===== src/rtl/alu_mult_seq.sv =====
// alu_mult_seq: 32-cycle shift-and-add multiplier that drives a shared ALU for its additions.
// Define MULT_EARLY_EXIT_EN to finish as soon as the remaining multiplier bits are all zero.
module alu_mult_seq (
  input  logic        clk,
  input  logic        reset,
  input  logic        start,
  input  logic [31:0] mcand,
  input  logic [31:0] mplier,
  output logic        busy,
  output logic        done,
  output logic [31:0] prod,
  output logic [31:0] alu_a,
  output logic [31:0] alu_b,
  output logic [2:0]  alu_gin,
  input  logic [31:0] alu_sum
);
  localparam logic [1:0] IDLE = 2'd0;
  localparam logic [1:0] RUN  = 2'd1;
  localparam logic [1:0] DONE = 2'd2;
  localparam logic [2:0] GIN_ADD  = 3'b010;
  localparam logic [2:0] GIN_PASS = 3'b011;
  logic [1:0]  state_q, state_d;
  logic [31:0] mc_q, mc_d, mp_q, mp_d, acc_q, acc_d, prod_q, prod_d;
  logic [5:0]  cnt_q, cnt_d;
  logic        run_last, zero_start, in_run;
  assign in_run = state_q == RUN;
`ifdef MULT_EARLY_EXIT_EN
  // Stop once no set multiplier bits remain after this cycle's shift.
  assign run_last   = (cnt_q == 6'd31) || (mp_q[31:1] == 31'd0);
  assign zero_start = mplier == 32'd0;
`else
  assign run_last   = cnt_q == 6'd31;
  assign zero_start = 1'b0;
`endif
  assign busy    = in_run;
  assign done    = state_q == DONE;
  assign prod    = prod_q;
  assign alu_a   = in_run ? acc_q : 32'd0;
  assign alu_b   = in_run ? mc_q : 32'd0;
  assign alu_gin = (in_run && mp_q[0]) ? GIN_ADD : GIN_PASS;
  always_comb begin
    state_d = state_q;
    mc_d    = mc_q;
    mp_d    = mp_q;
    acc_d   = acc_q;
    cnt_d   = cnt_q;
    prod_d  = prod_q;
    if (in_run) begin
      acc_d = alu_sum;
      mc_d  = {mc_q[30:0], 1'b0};
      mp_d  = {1'b0, mp_q[31:1]};
      cnt_d = cnt_q + 6'd1;
      if (run_last) begin
        state_d = DONE;
        prod_d  = alu_sum;
      end
    end else if (start) begin
      mc_d    = mcand;
      mp_d    = mplier;
      acc_d   = 32'd0;
      cnt_d   = 6'd0;
      state_d = zero_start ? DONE : RUN;
      prod_d  = zero_start ? 32'd0 : prod_q;
    end else begin
      state_d = IDLE;
    end
  end
  always_ff @(posedge clk or posedge reset) begin
    if (reset) begin
      state_q <= IDLE;
      mc_q    <= 32'd0;
      mp_q    <= 32'd0;
      acc_q   <= 32'd0;
      cnt_q   <= 6'd0;
      prod_q  <= 32'd0;
    end else begin
      state_q <= state_d;
      mc_q    <= mc_d;
      mp_q    <= mp_d;
      acc_q   <= acc_d;
      cnt_q   <= cnt_d;
      prod_q  <= prod_d;
    end
  end
endmodule


===== config.mk =====
export PLATFORM = sky130hd
export DESIGN_NAME = alu_mult_seq
export DESIGN_NICKNAME = d
export VERILOG_FILES = /design/src/rtl/alu_mult_seq.sv
export SDC_FILE = /design/constraint.sdc
export NUM_CORES = 1
export LEC_CHECK = 0
export ABC_AREA = 1
export CAP_MARGIN = 15
export CORE_UTILIZATION = 59
export DETAILED_ROUTE_END_ITERATION = 6
export DONT_BUFFER_PORTS = 1
export GPL_ROUTABILITY_DRIVEN = 0
export GPL_TIMING_DRIVEN = 0
export PLACE_DENSITY = 0.78
export SLEW_MARGIN = 5
export SYNTH_ARGS = -nofsm -noshare
export SYNTH_HDL_FRONTEND = slang
export SYNTH_SLANG_ARGS = --single-unit

===== constraint.sdc =====
create_clock -name clk -period 4.83 [get_ports clk]
set_clock_uncertainty 0.2 [all_clocks]
set_input_delay 0.483 -clock clk [delete_from_list [all_inputs] [get_ports clk]]
set_output_delay 0.483 -clock clk [all_outputs]
set_load 0.01 [all_outputs]

# Yosys cells after proc, flatten, opt, wreduce, memory -nomap -nowiden
# Index checks and enable logic that the tools add are counted.
# op_classes
n_addsub,1
n_eq_ne,4
muxes,14
n_reduce_logical,3
# op_table
cell,n
$mux W32,8
$mux W6,2
$add A6 B1 Y6 const B,1
$eq A6 B5 Y1 const B,1
$mux W2,2
$eq A2 B1 Y1 const B,1
$eq A2 B2 Y1 const B,1
$mux W1,2
$ne A2 B2 Y1 const B,1
$reduce_and A2 Y1,1
$reduce_bool A2 Y1,1
$logic_and A1 B1 Y1,1
# word_totals
register_bits,136

# Depth between registers and ports, before layout
# Gate-level depths: netlist of run 1.
# depth
word_depth,3
depth_mapped,8
depth_no_buf,6

# Worst setup path before layout of run 1
# OpenSTA, ideal clock, no wires.
# synth_path
path_type,reg-to-output
from,register state_q[1]
to,output alu_gin[0]
arrival_ns,1.008
required_time_ns,4.147
slack_ns,3.139
stages_incl_launch_ff,7
n_path_buf,2
cell_sequence,dfrtp_1 -> inv_2 -> nand2_4 -> inv_2 -> buf_4 -> buf_4 -> nand2_1
# synth_between
elab_chain_len,3
# synth_rtl
item,line_no,source
from (decl),22,"logic [1:0] state_q, state_d;"
from (signal assigned),77,state_q <= state_d;
$eq A2 B1 Y1,26,assign in_run = state_q == RUN;
net busy,9,"output logic busy,"
$logic_and A1 B1 Y1,40,assign alu_gin = (in_run && mp_q[0]) ? GIN_ADD : GIN_PASS;
$mux W1,40,
to (decl),14,"output logic [2:0] alu_gin,"
# The timed path passes the listed nets, and every way through them passes these cells.

# Worst setup path in the final report of run 1
# Ends and elaborated chain as after synthesis.

==> impl_metrics.toml, run 1 <==
[floorplan]
pin_count = 200
dieArea_mm2 = 0.0105
dieHeight_um = 103
core.rowCount = 36
core_area_mm2 = 0.00977
start_util = 0.610
die_x_um = 103

[clock_network]
clk_pin_slew_ps = 60
clock_path_buffers = 2
clock-sinks = 136
cts_root_buffer = "clkbuf_8"
cts_tree = "done"
clock_latency_ps = 510
h-tree-depth = 4
cts_buffers = 17
cts_resized = 0

[synthesis]
syn_inst = 739
syn-cell-area_mm2 = 0.00597
ys_warn_count = 0
syn_avg_cell_area_um2 = 8.07
synth_fp_nets = 839
synth_seq_cells = 136
ys_seq_area_frac = 0.570
ys_types = 21

[global_route]
grt_max_degree = 80
antenna_found_initial = 0
grt.total_usage = 0.336
grt-ovfl-total = 0
grt_pass1_wl_mm = 26.5
grt_pass1_vias = 5445

[placed_design]
portBuffers = 0
pre_cts_slack_ps = 2900
hpwl_mm = 10.2
place_inst = 873

[cells_and_area]
area_growth_pct = 28.9
final_nets = 956
fin_cells = 1002
num_antenna_cells = 0
drive_above_1_share = 0.0875

[hold_path]
hp-class = "input pin to flip-flop"
min_from = "start"
hold_end = "cnt_q[3]"
hold_depth = 3

[power]
p_int_w = 0.00253
p_leak_nw = 4.11
seqPwrFrac = 0.431
p_comb_frac = 0.262
swShare = 0.357
p_clk_frac = 0.307
netSwitchingPower_w = 0.00141
powerDensity_mw_per_mm2 = 511
ir_drop_v = 0.000318

[setup_path]
cp.arrival_ps = 1760
start_kind = "flip-flop"
reg2reg_depth = 7
cp-end-kind = "primary output"
worstReg2RegStart = "cnt_q[0]"
cp.required_ps = 4150
r2r_slack_ps = 3010
worst-path-max-fanout = 10
r2r-end = "prod[24]"
crit_type = "flip-flop to primary output"

[drt]
drt_iter0_drc = 406
wl_per_cell_um = 17.1
ant_nets = 0
vias = 5460
route.detailed.drc = 0
vias_per_cell = 5.45
drtPass1Iterations = 5
totalWireLength_mm = 17.1

[sta]
slew_headroom = 0.510
tightest_slew_ps = 735
fin_crit_ps = 2450
hold_violations = 0
timing.final.crit_share = 0.507
setup_viol = 0
rsz0062_at_grt = "no"
fmax_ghz = 0.409
fin_ws_ps = 2380
slew_viol_final = 0

[run]
drv_cap = 0

[outcome]
outcome = "complete, no violations"
layout make-up:
class	instances	area, um2
flip-flops and latches	136	3400
repair buffers	98	998
fillers	626	2080
well taps	133	166
plain buffers	42	248
clock inverters	11	97.6
inverters	75	287
multi-input cells	486	2030
clock buffers	21	459
through the flow:
| step | cell area [um2] | setup TNS [ps] | hold slack [ps] | power, W | util |
|---|---|---|---|---|---|
| after global routing | 7690 | 0 | 1.53 | 0.00416 | 0.787 |
| after detailed placement | 6170 | 0 | 266 | 0.00261 | 0.631 |
| after global placement | 6130 | -103640 | 255 | 0.00256 | 0.627 |
| after floorplan | 5970 | 0 | 242 | 0.00238 | - |
| final | 7690 | 0 | 10.4 | 0.00393 | 0.787 |
| after CTS | 7690 | 0 | 3.51 | 0.00389 | 0.787 |
layer usage:
| layer | share of wire | GRT usage |
|---|---|---|
| met5 | 0 | 0 |
| met4 | 0.028 | 0.141 |
| met3 | 0.076 | 0.0956 |
| met2 | 0.51 | 0.585 |
| met1 | 0.38 | 0.389 |
worst max-delay path by stage:
| stage | depth (start not counted) | to | slack [ps] | start |
|---|---|---|---|---|
| after global placement | 1 | acc_q[19] | -770 | reset |
| final | 6 | alu_gin[0] | 2380 | state_q[1] |
| after global routing | 6 | alu_gin[0] | 2230 | state_q[1] |
| after detailed placement | 6 | alu_gin[0] | 2900 | state_q[1] |
| after CTS | 6 | alu_gin[0] | 2360 | state_q[1] |
| after floorplan | 1 | acc_q[0] | 510 | reset |
synth_stat cells:
| cell | count | area (um2) |
|---|---|---|
| nand3_1 | 106 | 531 |
| clkbuf_1 | 6 | 22.5 |
| dfrtp_1 | 136 | 3400 |
| clkbuf_2 | 1 | 5.00 |
| nor2_4 | 1 | 11.3 |
| buf_4 | 11 | 82.6 |
| ha_1 | 1 | 12.5 |
| a21oi_1 | 2 | 10.0 |
| inv_2 | 4 | 15.0 |
| nand2_1 | 298 | 1120 |
| nor2_1 | 38 | 143 |
| inv_1 | 71 | 267 |
| buf_6 | 3 | 33.8 |
| buf_1 | 1 | 3.75 |
| buf_2 | 20 | 100 |
| nand2_2 | 2 | 12.5 |
| o21ai_0 | 25 | 125 |
| conb_1 | 2 | 7.51 |
| o21ai_1 | 9 | 45.0 |
| o211ai_1 | 1 | 7.51 |
| nand2_4 | 1 | 11.3 |
cells in the final DEF, fill, tap and decap left out, types with 4 or more instances in the layout:
cell	n
dfrtp_1	136
nand2_1	298
nand3_1	106
nor2_1	38
clkbuf_1	7
clkbuf_16	16
buf_2	20
buf_4	11
o21ai_0	25
inv_2	4
clkbuf_8	4
inv_1	70
clkinv_2	4
clkinvlp_4	4
o21ai_1	9
dlygate4sd3_1	97
logic make-up after synthesis:
family,synth area share
AO/OA/AOI/OAI,0.0315
adder cells (fa/ha/maj),0.00210
buffers and inverters,0.0887
flip-flops,0.570
other,0.00126
AND/OR/NAND/NOR,0.306
power by group through the flow:
stage          Combinational, W  Clock (W)  Sequential [W]
2_1_floorplan          0.000737          0         0.00164
3_3_place_gp           0.000881          0         0.00168
3_5_place_dp           0.000919          0         0.00169
4_1_cts                0.000996    0.00122         0.00168
5_1_grt                 0.00116    0.00128         0.00173
6_report                0.00103    0.00121         0.00169
state kept, by name, summed over array words and instances, names as in the netlist:
signal and count:
acc_q 32, cnt_q 6, mc_q 32, mp_q 32, prod 32, state_q 2
critical path, stage by stage, from the launching register on:
cell and delay [ps]:
dfrtp_1 370, inv_2 80, nand2_4 100, inv_2 140
buf_4 210, buf_4 220, nand2_1 130
repair_timing:
| item | CTS | global route |
|---|---|---|
| hold endpoints to repair | 206 | 0 |
| hold buffers | 97 | 0 |
| buffers inserted | 0 | 0 |
No activity file was read; power rests on OpenSTA's default activity.
==> run 2: changes to the inputs <==
--- a/config.mk
+++ b/config.mk
@@ -5,7 +5,7 @@
 export SDC_FILE = /design/constraint.sdc
 export NUM_CORES = 1
 export LEC_CHECK = 0
-export ABC_AREA = 1
+export ABC_AREA = 0
 export CAP_MARGIN = 15
 export CORE_UTILIZATION = 59
 export DETAILED_ROUTE_END_ITERATION = 6
==> constraint.sdc (replaced) <==
create_clock -name clk -period 2.56 [get_ports clk]
set_clock_uncertainty 0.2 [all_clocks]
set_input_delay 0.256 -clock clk [delete_from_list [all_inputs] [get_ports clk]]
set_output_delay 0.256 -clock clk [all_outputs]
set_load 0.01 [all_outputs]
==> run 2 against run 1 <==
Synthesized area grew 4.2%. Cell count is 17% lower. Non-clock buffer count grew 2. Critical endpoint is now alu_a[16]. Highest routed layer unchanged.
==> impl_metrics.toml, run 2 <==
[outcome]
outcome = "complete, no violations"

[placed_design]
place_inst = 699
pre_cts_slack_ps = 138
place_area_mm2 = 0.00645
portBuffers = 0
hpwl_mm = 9.61

[floorplan]
start_util = 0.605
core.rowCount = 37
dieHeight_um = 105
dieArea_mm2 = 0.0109
die_x_um = 105
core_area_mm2 = 0.0103
pin_count = 200

[setup_path]
worst-path-max-fanout = 10
cp-startpoint = "state_q[1]"
r2r-end = "prod[26]"
cp-end-kind = "primary output"
endpoint = "alu_a[16]"
reg2reg_depth = 4
crit_type = "flip-flop to primary output"
cp.required_ps = 2100
r2r_slack_ps = 420
cp.arrival_ps = 2000
worstReg2RegStart = "cnt_q[0]"
start_kind = "flip-flop"

[drt]
wl_per_cell_um = 18.8
drt_iter0_drc = 308
totalWireLength_mm = 15.6
drtPass1Iterations = 5
route.detailed.drc = 0
ant_nets = 0
vias = 4638
vias_per_cell = 5.60

[synthesis]
syn-cell-area_mm2 = 0.00622
synthFlopType = "dfrtp_1"
syn_avg_cell_area_um2 = 11.1
ys_warn_count = 0
synth_area_leader_cell = "dfrtp_1"
synth_most_common_cell = "dfrtp_1"
ys_seq_area_frac = 0.548
syn_inst = 560
synth_edf_count = 0
synth_seq_cells = 136
async_flop_share = 1.00
ys_types = 28
synth_top_area_frac = 0.548
synth_fp_nets = 660
yosys-top-cells-area = "dfrtp_1, mux2i_1, and2_1, nand2_1, mux2_2"
synthTopCellsByCount = "dfrtp_1, nand2_1, and2_1, mux2i_1, nand3b_1"

[sta]
slew_viol_final = 0
timing.final.crit_share = 0.958
hold_violations = 0
tightest_slew_ps = 794
slew_headroom = 0.470
fin_ws_ps = 106
rsz0062_at_grt = "no"
fmax_ghz = 0.408
fin_crit_ps = 2450
setup_viol = 0

[cells_and_area]
post-route-util = 0.785
fin_cells = 828
final_cell_mix = "dfrtp_1, nand2_1, dlygate4sd3_1, mux2i_1, and2_1"
stdcell_area_mm2 = 0.00807
drive_above_1_share = 0.140
area_growth_pct = 29.9
final_common_cell = "dfrtp_1"
num_antenna_cells = 0
final_nets = 779
fill_cells = 614

[clock_network]
cts_buffers = 17
cts_root_buffer = "clkbuf_8"
clock-sinks = 136
h-tree-depth = 4
clock_path_buffers = 2
clk_pin_slew_ps = 50
clock_latency_ps = 510
cts_tree = "done"
cts_setup_buffers = 0

[global_route]
grt_pass1_wl_mm = 25.1
grt_pass1_vias = 4968
grt-ovfl-total = 0
antenna_found_initial = 0
grt_max_degree = 43
grt.total_usage = 0.298

[power]
powerDensity_mw_per_mm2 = 1000
p_leak_nw = 3.84
finalPower_w = 0.00811
ir_drop_v = 0.000566

[hold_path]
hp-class = "input pin to flip-flop"

[run]
drv_cap = 0
run 2: what timing repair did:
item	4_1_cts	5_1_grt
setup endpoints to repair	42	51
endpoints found under the hold margin	160	0
gates resized for setup	9	13
hold buffers	97	0
run 2: layout make-up:
cell class,count,area [um2],area share
Sequential cell,136,3400,0.422
Multi-Input combinational cell,380,2600,0.322
Timing Repair Buffer,100,1030,0.128
Clock buffer,22,473,0.0586
Buffer,42,238,0.0295
Tap cell,136,170,0.0211
Clock inverter,10,143,0.0177
Inverter,2,11.3,0.00140
run 2: worst min-delay path by stage:
stage | from | to | slack (ps) | cells past startpoint
6_report | start | state_q[0] | 70 | 3
5_1_grt | start | state_q[0] | 70 | 3
4_1_cts | start | state_q[0] | 70 | 3
3_5_place_dp | reset | prod[29] | 110 | 1
3_3_place_gp | alu_sum[29] | acc_q[29] | 160 | 2
2_1_floorplan | alu_sum[0] | acc_q[0] | 160 | 2
run 2: cell families (layout without fill, tap and decap cells):
| kind of cell | after synthesis | in the layout | share of synthesized area |
|---|---|---|---|
| simple gates | 211 | 211 | 0.180 |
| fa+ha+maj | 1 | 1 | 0.00201 |
| compound gates | 68 | 68 | 0.0698 |
| mux | 98 | 98 | 0.165 |
| flops | 136 | 136 | 0.548 |
| other cells | 2 | 2 | 0.00121 |
| buf+inv | 44 | 176 | 0.0346 |
run 2: per-layer routing:
metal	vias to the layer above	part of all wire	global-route usage
li1	2123	-	-
met1	2279	0.41	0.350
met2	204	0.49	0.500
met3	32	0.076	0.0967
met4	0	0.024	0.132
met5	-	0	0
run 2: report_power, final:
group	switching [W]	internal [W]	total [W]	leakage (nW)
registers	0.000506	0.00285	0.00335	1.75
clock network	0.000893	0.00159	0.00248	0.289
logic	0.00132	0.000962	0.00228	1.80
total	0.00271	0.00540	0.00811	3.84
run 2: worst max-delay path: stages (launching register included):
cell and delay, ps:
dfrtp_1 370, nand2b_1 210, inv_1 100, clkbuf_4 200
clkbuf_8 190, clkbuf_4 200, and2_1 210
run 2: metrics by stage:
step,TNS (ps),hold WS [ps]
floorplan,0,161
global placement,-25260,164
detailed placement,0,107
CTS,-4.39,70.0
global route,0,74.6
finish,0,73.1
==> run 3: changes to the inputs <==
--- a/config.mk
+++ b/config.mk
@@ -7,13 +7,12 @@
 export LEC_CHECK = 0
 export ABC_AREA = 0
 export CAP_MARGIN = 15
-export CORE_UTILIZATION = 59
+export CORE_UTILIZATION = 60
 export DETAILED_ROUTE_END_ITERATION = 6
 export DONT_BUFFER_PORTS = 1
 export GPL_ROUTABILITY_DRIVEN = 0
 export GPL_TIMING_DRIVEN = 0
-export PLACE_DENSITY = 0.78
-export SLEW_MARGIN = 5
+export PLACE_DENSITY = 0.79
 export SYNTH_ARGS = -nofsm -noshare
 export SYNTH_HDL_FRONTEND = slang
 export SYNTH_SLANG_ARGS = --single-unit
==> run 3 against run 2 <==
Clock power decreased by 4%. Worst hold slack worse by 17 ps. Sequential share of layout area increased by 0.21 points. Global-route usage increased by 0.67 points. Design area fell by 0.50%. Critical path depth did not move. Sequential power about the same. Maximum frequency down 0.22%. Non-clock buffer count unchanged. Total power shrank 1.6%. Setup slack got worse by 5.3 ps. Critical path type unchanged. Largest cell class unchanged.
==> impl_metrics.toml, run 3 (synthesis results as in run 2) <==
[outcome]
outcome = "complete, no violations"

[placed_design]
pre_cts_slack_ps = 169
portBuffers = 0
place_area_mm2 = 0.00645
hpwl_mm = 9.64

[drt]
route.detailed.drc = 0
totalWireLength_mm = 15.7
ant_nets = 0
route.met3.wl_mm = 1.15
wl_met2_mm = 7.83
wl_per_cell_um = 19.1
wl_met1_mm = 6.46
vias_per_cell = 5.70
drt_iter0_drc = 269
top_layer_used = "met4"
drtPass1Iterations = 4
vias = 4703

[cells_and_area]
stdcell_area_mm2 = 0.00803
final_common_cell = "dfrtp_1"
post-route-util = 0.810
final_nets = 779
num_antenna_cells = 0
drive_above_1_share = 0.136
area_growth_pct = 29.2
final_cell_mix = "dfrtp_1, nand2_1, dlygate4sd3_1, mux2i_1, and2_1"

[clock_network]
cts_buffers = 17
clock_latency_ps = 510
cts_tree = "done"
cts_root_buffer = "clkbuf_8"
clock_path_buffers = 2
h-tree-depth = 4
clk_pin_slew_ps = 50
clock-sinks = 136

[setup_path]
cp.required_ps = 2100
crit_type = "flip-flop to primary output"
start_kind = "flip-flop"
cp_cell_sequence = "nand2b_1 -> inv_1 -> clkbuf_4 -> clkbuf_8 -> clkbuf_2 -> and2_1"
crit_slowest_cell = "dfrtp_1"
cp-end-kind = "primary output"
r2r_slack_ps = 370
cpPeakStageDelay_ps = 370
reg2reg_depth = 4
cp.arrival_ps = 2000
worst-path-max-fanout = 10

[global_route]
grt_pass1_wl_mm = 25.7
grt_pass1_vias = 5078
grt_max_degree = 45
grt.total_usage = 0.304
grt-ovfl-total = 0
antenna_found_initial = 0

[floorplan]
pin_count = 200
core_area_mm2 = 0.00991
die_x_um = 104
dieArea_mm2 = 0.0108
start_util = 0.627
dieHeight_um = 104
core.rowCount = 36

[power]
powerDensity_mw_per_mm2 = 994
p_leak_nw = 3.83
finalPower_w = 0.00798
ir_drop_v = 0.000655

[sta]
setup_viol = 0
fin_ws_ps = 101
fmax_ghz = 0.407
slew_headroom = 0.497
fin_crit_ps = 2460
tightest_slew_ps = 755
tns_ps = 0
slew_viol_final = 0
timing.final.crit_share = 0.961
hold_violations = 0

[hold_path]
hold_depth = 3
hp-class = "input pin to flip-flop"

[run]
drv_cap = 0
-- run 3: changes by cell type in the layout (fill, tap and decap cells not counted), sizes merged --
cell / delta
clkinvlp: -3
clkinv: +5
clkbuf: -2
-- run 3: path summary, 6_finish.rpt --
check | start | to
setup / recovery | state_q[1] | alu_a[7]
hold / removal | start | state_q[0]
setup reg to reg | cnt_q[0] | prod[3]
hold reg to reg | mp_q[13] | mp_q[12]
max in group asynchronous | reset | mp_q[9]
min in group asynchronous | reset | prod[20]
-- run 3: through the flow --
step / hold slack [ps] / instances
floorplan: 161 / 560
global route: 88.1 / 825
CTS: 58.8 / 825
global placement: 166 / 693
detailed placement: 59.5 / 696
finish: 55.9 / 825
-- run 3: final cells by class --
| cell class | count | area, um2 |
|---|---|---|
| fillers | 574 | 1880 |
| plain buffers | 42 | 231 |
| clock buffers | 20 | 425 |
| multi-input cells | 380 | 2600 |
| well taps | 133 | 166 |
| repair buffers | 100 | 1040 |
| flip-flops and latches | 136 | 3400 |
| clock inverters | 12 | 153 |
| inverters | 2 | 11.3 |
-- run 3: worst max-delay path, delay by kind of cell, from the launching register on --
kind | cells | cell delay (ps)
DFF | 1 | 370
and+or+nand+nor | 2 | 430
buffers and inverters | 4 | 700
-- run 3: per-layer routing --
layer | GRT usage | vias to the layer above
li1 | - | 2122
met1 | 0.371 | 2352
met2 | 0.511 | 200
met3 | 0.0975 | 29
met4 | 0.106 | 0
met5 | 0 | -
-- run 3: report_power, final --
group          internal, W  leakage [nW]  switching (W)
combinational     0.000957          1.80        0.00130
clock              0.00148         0.283       0.000890
sequential         0.00285          1.75       0.000501
total              0.00528          3.83        0.00270
-- run 3: what timing repair did --
action / CTS / global route
hold buffers: 97 / 0
endpoints found under the setup margin: 42 / 51
endpoints found under the hold margin: 240 / 0
gates resized for setup: 9 / 7
buffers inserted: 0 / 0
